**config.mk**
```make
export PLATFORM = sky130hd
export DESIGN_NAME = raster_addr_acc
export DESIGN_NICKNAME = d
export VERILOG_FILES = /design/src/rtl/static_screen_pkg.sv /design/src/rtl/wrap_cnt.sv /design/src/rtl/raster_addr_acc.sv
export SDC_FILE = /design/constraint.sdc
export NUM_CORES = 1
export LEC_CHECK = 0
export ABC_AREA = 1
export CORE_MARGIN = 2
export CORE_UTILIZATION = 55
export CTS_BUF_LIST = sky130_fd_sc_hd__clkbuf_4 sky130_fd_sc_hd__clkbuf_8 sky130_fd_sc_hd__clkbuf_16
export CTS_CLUSTER_SIZE = 20
export DETAILED_ROUTE_END_ITERATION = 16
export GPL_TIMING_DRIVEN = 0
export PLACE_DENSITY = 0.81
export SLEW_MARGIN = 20
export SYNTH_ARGS = -nofsm -noshare
export SYNTH_HDL_FRONTEND = slang
export SYNTH_HIERARCHICAL = 1
export SYNTH_SLANG_ARGS = --single-unit
```
**constraint.sdc**
```tcl
create_clock -name sck -period 4.15 [get_ports sck]
set_input_delay 1.0375 -clock sck [delete_from_list [all_inputs] [get_ports sck]]
set_output_delay 1.0375 -clock sck [all_outputs]
set_load 0.005 [all_outputs]
```
**src/rtl/static_screen_pkg.sv**
```systemverilog
// Shared definitions for the static-screen path: FSM encoding and default widths.
package static_screen_pkg;

    localparam int DEF_ADDR_W = 13;
    localparam int DEF_X_W    = 8;
    localparam int DEF_Y_W    = 8;

    typedef enum logic {
        ST_IDLE = 1'b0,
        ST_RUN  = 1'b1
    } state_e;

endpackage

```
**src/rtl/wrap_cnt.sv**
```systemverilog
// Wrapping counter 0..limit-1 with synchronous clear; at_limit flags the last count.
module wrap_cnt #(
    parameter int W = 8
) (
    input  logic         sck,
    input  logic         rst,
    input  logic         clr,
    input  logic         inc,
    input  logic [W-1:0] limit,
    output logic [W-1:0] count,
    output logic         at_limit
);

    assign at_limit = (count == (limit - W'(1)));

    always_ff @(posedge sck) begin
        if (rst || clr) begin
            count <= '0;
        end else if (inc) begin
            count <= at_limit ? '0 : count + W'(1);
        end
    end

endmodule

```
**src/rtl/raster_addr_acc.sv**
```systemverilog
// 2D raster window walker: produces linear address, x/y and eol/eof strobes per adv.
module raster_addr_acc
    import static_screen_pkg::*;
#(
    parameter int ADDR_W = DEF_ADDR_W,
    parameter int X_W    = DEF_X_W,
    parameter int Y_W    = DEF_Y_W
) (
    input  logic              sck,
    input  logic              rst,
    input  logic              start,
    input  logic              cont,
    input  logic [ADDR_W-1:0] base_addr,
    input  logic [ADDR_W-1:0] stride,
    input  logic [X_W-1:0]    hsize,
    input  logic [Y_W-1:0]    vsize,
    input  logic              adv,
    output logic [ADDR_W-1:0] addr,
    output logic [X_W-1:0]    x,
    output logic [Y_W-1:0]    y,
    output logic              busy,
    output logic              eol,
    output logic              eof,
    output logic              err
);

    // Handshake: start and adv are single-cycle qualifiers sampled on each rising
    // edge; adv is consumed only while busy, and a valid start wins over adv.
    state_e            state;
    logic [ADDR_W-1:0] base_q;
    logic [ADDR_W-1:0] stride_q;
    logic [ADDR_W-1:0] line_base;
    logic [X_W-1:0]    hsize_q;
    logic [Y_W-1:0]    vsize_q;
    logic              cont_q;

    logic start_ok, start_bad, adv_acc;
    logic x_at, y_at, frame_end, hold_end;

    assign start_ok  = start && (hsize != '0) && (vsize != '0);
    assign start_bad = start && !start_ok;
    assign adv_acc   = adv && (state == ST_RUN) && !start_ok;
    assign frame_end = x_at && y_at;
    // A one-shot frame keeps its last coordinates on the final pixel.
    assign hold_end  = frame_end && !cont_q;
    assign busy      = (state == ST_RUN);

    wrap_cnt #(.W(X_W)) u_x_cnt (
        .sck      (sck),
        .rst      (rst),
        .clr      (start_ok),
        .inc      (adv_acc && !hold_end),
        .limit    (hsize_q),
        .count    (x),
        .at_limit (x_at)
    );

    wrap_cnt #(.W(Y_W)) u_y_cnt (
        .sck      (sck),
        .rst      (rst),
        .clr      (start_ok),
        .inc      (adv_acc && x_at && !hold_end),
        .limit    (vsize_q),
        .count    (y),
        .at_limit (y_at)
    );

    always_ff @(posedge sck) begin
        if (rst) begin
            state     <= ST_IDLE;
            addr      <= '0;
            line_base <= '0;
            base_q    <= '0;
            stride_q  <= '0;
            hsize_q   <= '0;
            vsize_q   <= '0;
            cont_q    <= 1'b0;
            eol       <= 1'b0;
            eof       <= 1'b0;
            err       <= 1'b0;
        end else begin
            eol <= 1'b0;
            eof <= 1'b0;
            err <= start_bad;
            if (start_ok) begin
                base_q    <= base_addr;
                stride_q  <= stride;
                hsize_q   <= hsize;
                vsize_q   <= vsize;
                cont_q    <= cont;
                addr      <= base_addr;
                line_base <= base_addr;
                state     <= ST_RUN;
            end else if (adv_acc) begin
                if (!x_at) begin
                    addr <= addr + ADDR_W'(1);
                end else if (!y_at) begin
                    line_base <= line_base + stride_q;
                    addr      <= line_base + stride_q;
                    eol       <= 1'b1;
                end else begin
                    eol <= 1'b1;
                    eof <= 1'b1;
                    if (cont_q) begin
                        addr      <= base_q;
                        line_base <= base_q;
                    end else begin
                        state <= ST_IDLE;
                    end
                end
            end
        end
    end

endmodule

```
==> results by group <==
Synthesis
  – Post-synthesis sequential area ratio: 0.326
  – Avg Inst Size Synth: 6.40 um2
  – Area leader, netlist: dfxtp_1
  – Area share of the largest cell type after synthesis: 0.326
  – Synth top area cells: dfxtp_1 (33%), nand2_1 (16%), inv_1 (7.8%), nor2_1 (7.3%), nand3_1 (6.1%)
  – Asr flop ratio synth: 0
  – Synth cell count leaders: nand2_1 (227), inv_1 (114), nor2_1 (106)
  – Post-Syn Area: around 0.0055 mm2
  – Post-synth EDFFs: 0
  – Synth Register Bits: 89
  – Synth Instances: 853
  – Syn Nets: 918
  – Synth warnings: 6
  – Count leader, synth: nand2_1
  – Distinct cells, synth: 37
  – Predominant post-synthesis flop cell: dfxtp_1

Clock network
  – Post-CTS setup buffer count: 0
  – H-tree depth: 3
  – Clock sink count: 89
  – Worst-case clock buffer depth: 2
  – CTS tree: done
  – Total CTS buffers: 9
  – Root buf cell: clkbuf_8
  – Post-CTS Resized: 0
  – Worst-Skew Late Latency: 0.37 ns
  – Clock transition at path regs: 0.10 ns
  – Post-CTS Hold Buffers: 0

Placed design
  – Hpwl dp: 11.4 mm
  – Post-DP Area: around 0.0064 mm2
  – Placer congestion estimate: about 0.93
  – I/O Buffers: 79

Setup path
  – Crit-path cells: inv_1, ha_1, nand2_2, inv_1, nand3_1, nand2_1, nand2_1, inv_1, nor4_1, buf_4, inv_2, buf_4, nor2_1, o21ai_1, inv_1, nand2_2, clkinvlp_4, inv_2, nor4_4, nand3_2, nor2_2, xor2_1, nor2_1
  – R2r setup slk: 0.47 ns
  – Crit-path slowest cell: dfxtp_1
  – Setup crit end kind: flip-flop
  – CP max stage delay: 0.36 ns
  – Crit path required time: roughly 4.4 ns
  – Most common cell on crit path: inv_1
  – Arr. time, crit path: 3.95 ns
  – R2r startpoint: hsize_q[0]$_SDFFE_PP0P_
  – Max FO, Critical Path: 12
  – Startpoint Class: flip-flop
  – Worst setup startpoint: hsize_q[0]$_SDFFE_PP0P_
  – CP Class: flip-flop to flip-flop
  – Worst reg2reg endpoint: u_y_cnt/count[7]$_SDFFE_PP0P_
  – R2R cell count: 23

Timing
  – F_max: roughly 270 MHz
  – Final Hold Vio Count: 0
  – Total negative slack: 0 ns
  – Worst Clk Skew: ~0.012 ns
  – Slew HR: 0.459
  – Post-layout min period: between 3 and 4 ns
  – Crit share post-route: 0.886
  – Worst slew pin tran: between 0.8 and 0.9 ns
  – RSZ-0062 raised after global routing: false
  – Fin. max-slew vios: 0
  – Endpoints failing setup: 0

Layout
  – Net count, final: 1008
  – Fill count: approximately 900
  – Layout cells sized above 1: 0.0707
  – N_diodes: 0
  – Synthesis-to-layout area growth: 21.7%
  – Post-layout util: 0.686
  – Final Cell Area: 0.00664 mm2

Min path
  – Hold WC Path Type: flip-flop to flip-flop
  – Hold Path Stages: 2
  – Worst hold path startpoint: base_q[8]$_SDFFE_PP0P_
  – Hold Crit Endpoint: base_q[8]$_SDFFE_PP0P_

Global route
  – Initial antenna violation count: 0
  – Vias in the first global route: approximately 5000
  – GRT Util Overall: 0.275
  – Congestion Overflow GR: 0
  – First-pass GRT wire length: around 24 mm
  – Largest net degree at the start of global routing: 16

Detailed routing
  – Routed Antenna Nets: 0
  – Detailed-route DRC error count: 0
  – Initial DRT Pass Iterations: 5
  – Total Wirelength: 14.8 mm
  – Vias per cell: 5.23
  – Initial drt markers: 423
  – Wirelength per Cell: 13.7 um
  – Vias post-DR: 5647

Power
  – Leakage: between 3 and 4 nW
  – Switching Power: 0.000612 W
  – Flop pwr share: 0.465
  – Switching share of power: 0.302
  – Int Pwr: 0.00141 W
  – Pwr per Cell Area: approximately 300 mW/mm2
  – Combinational share of power: 0.205
  – Peak VDD IR: 0.194 mV
  – Clk pwr share: 0.331

Outcome
  – Status: finished, final reports clean

Floorplanning
  – Die height: 104 um
  – Core ar.: 0.00968 mm2
  – Die Footprint: 0.0107 mm2
  – Starting Density: 0.564
  – # IOs: 80
  – Die Width: 104 um
  – Cell row count: 36

Job
  – Max Cap Violations: 0
## cell families after synthesis
| family | Yosys count | share of synthesized area |
|---|---|---|
| buffers and inverters | 144 | 0.109 |
| adder cells (fa/ha/maj) | 18 | 0.0426 |
| AND/OR/NAND/NOR | 459 | 0.367 |
| XOR/XNOR | 24 | 0.0385 |
| AO/OA/AOI/OAI | 119 | 0.116 |
| flip-flops | 89 | 0.326 |
## power by group through the flow
stage | Combinational [W] | Clock, W | Sequential (W)
after CTS | 0.000411 | 0.000677 | 0.000941
after global routing | 0.000467 | 0.000705 | 0.000947
after global placement | 0.000402 | 0 | 0.000959
final | 0.000415 | 0.000670 | 0.000942
after floorplan | 0.000271 | 0 | 0.000949
after detailed placement | 0.000408 | 0 | 0.000960
## flip-flops by register name, summed over array words and instances, names as in the netlist, 8 cells and up
signal         flops
hsize_q            8
u_x_cnt/count      8
u_y_cnt/count      8
vsize_q            8
base_q            13
stride_q          13
addr              13
line_base         13
## layout by cell type, fill, tap and decap left out, types with 2 or more instances in the layout
cell type	count
bufinv_16	2
nor4_1	4
nor2_1	106
nand3_1	66
buf_2	3
clkdlybuf4s50_1	79
nand3b_1	5
dfxtp_1	89
inv_1	113
o21ai_1	4
nand3_2	4
xor2_1	14
o22ai_1	8
buf_4	5
or2_1	2
o21a_1	2
buf_6	4
clkbuf_1	11
nor3_1	4
inv_2	6
nor4_4	2
clkbuf_8	9
nand2_1	227
nand4_1	12
a31oi_1	4
ha_1	17
nand2_2	9
o2111ai_1	2
or2_2	3
xnor2_1	10
nor2_2	12
a21o_1	2
o21ai_0	54
clkinvlp_4	3
a21oi_1	41
## area by class of cell
cell class,count,area (um2),share of cell area
Sequential cell,89,1780,0.268
Clock inverter,6,92.6,0.0139
Timing Repair Buffer,79,791,0.119
Tap cell,133,166,0.0251
Multi-Input combinational cell,620,3090,0.465
Clock buffer,9,124,0.0187
Buffer,23,139,0.0209
Inverter,121,458,0.0690
## critical path: cells and delay by family (launching register included)
kind	cells	cell delay [ns]
adders and majority gates	1	0.29
xor gates and xnor gates	1	0.14
buffers and inverters	9	1.13
DFF	1	0.36
and+or+nand+nor	11	1.55
AOI/OAI and AO/OA	1	0.09
## per-stage QoR
| step | cells | hold WS (ns) | setup slack [ns] | power [W] |
|---|---|---|---|---|
| 6_report | 1080 | 0.470 | 0.475 | 0.00203 |
| 5_1_grt | 1080 | 0.485 | 0.162 | 0.00212 |
| 4_1_cts | 1080 | 0.467 | 0.361 | 0.00203 |
| 3_5_place_dp | 1065 | 0.455 | 0.291 | 0.00137 |
| 3_3_place_gp | 1065 | 0.450 | 0.290 | 0.00136 |
| 2_1_floorplan | 853 | 0.440 | 1.05 | 0.00122 |
## worst max path at each step
stage,endpoint,slack (ns)
after global placement,u_y_cnt/count[7]$_SDFFE_PP0P_,0.29
final,u_y_cnt/count[7]$_SDFFE_PP0P_,0.47
after detailed placement,u_y_cnt/count[7]$_SDFFE_PP0P_,0.29
after global routing,u_y_cnt/count[7]$_SDFFE_PP0P_,0.16
after floorplan,u_y_cnt/count[7]$_SDFFE_PP0P_,1.05
after CTS,u_y_cnt/count[7]$_SDFFE_PP0P_,0.36
## routing by layer
| metal | GRT usage | share of wire | routed length (um) |
|---|---|---|---|
| met4 | 0.0840 | 0.017 | 252 |
| met3 | 0.0327 | 0.062 | 916 |
| met1 | 0.384 | 0.47 | 6940 |
| met5 | 0 | 0 | 0 |
| met2 | 0.447 | 0.45 | 6680 |
(Power assumes the default switching activity.)
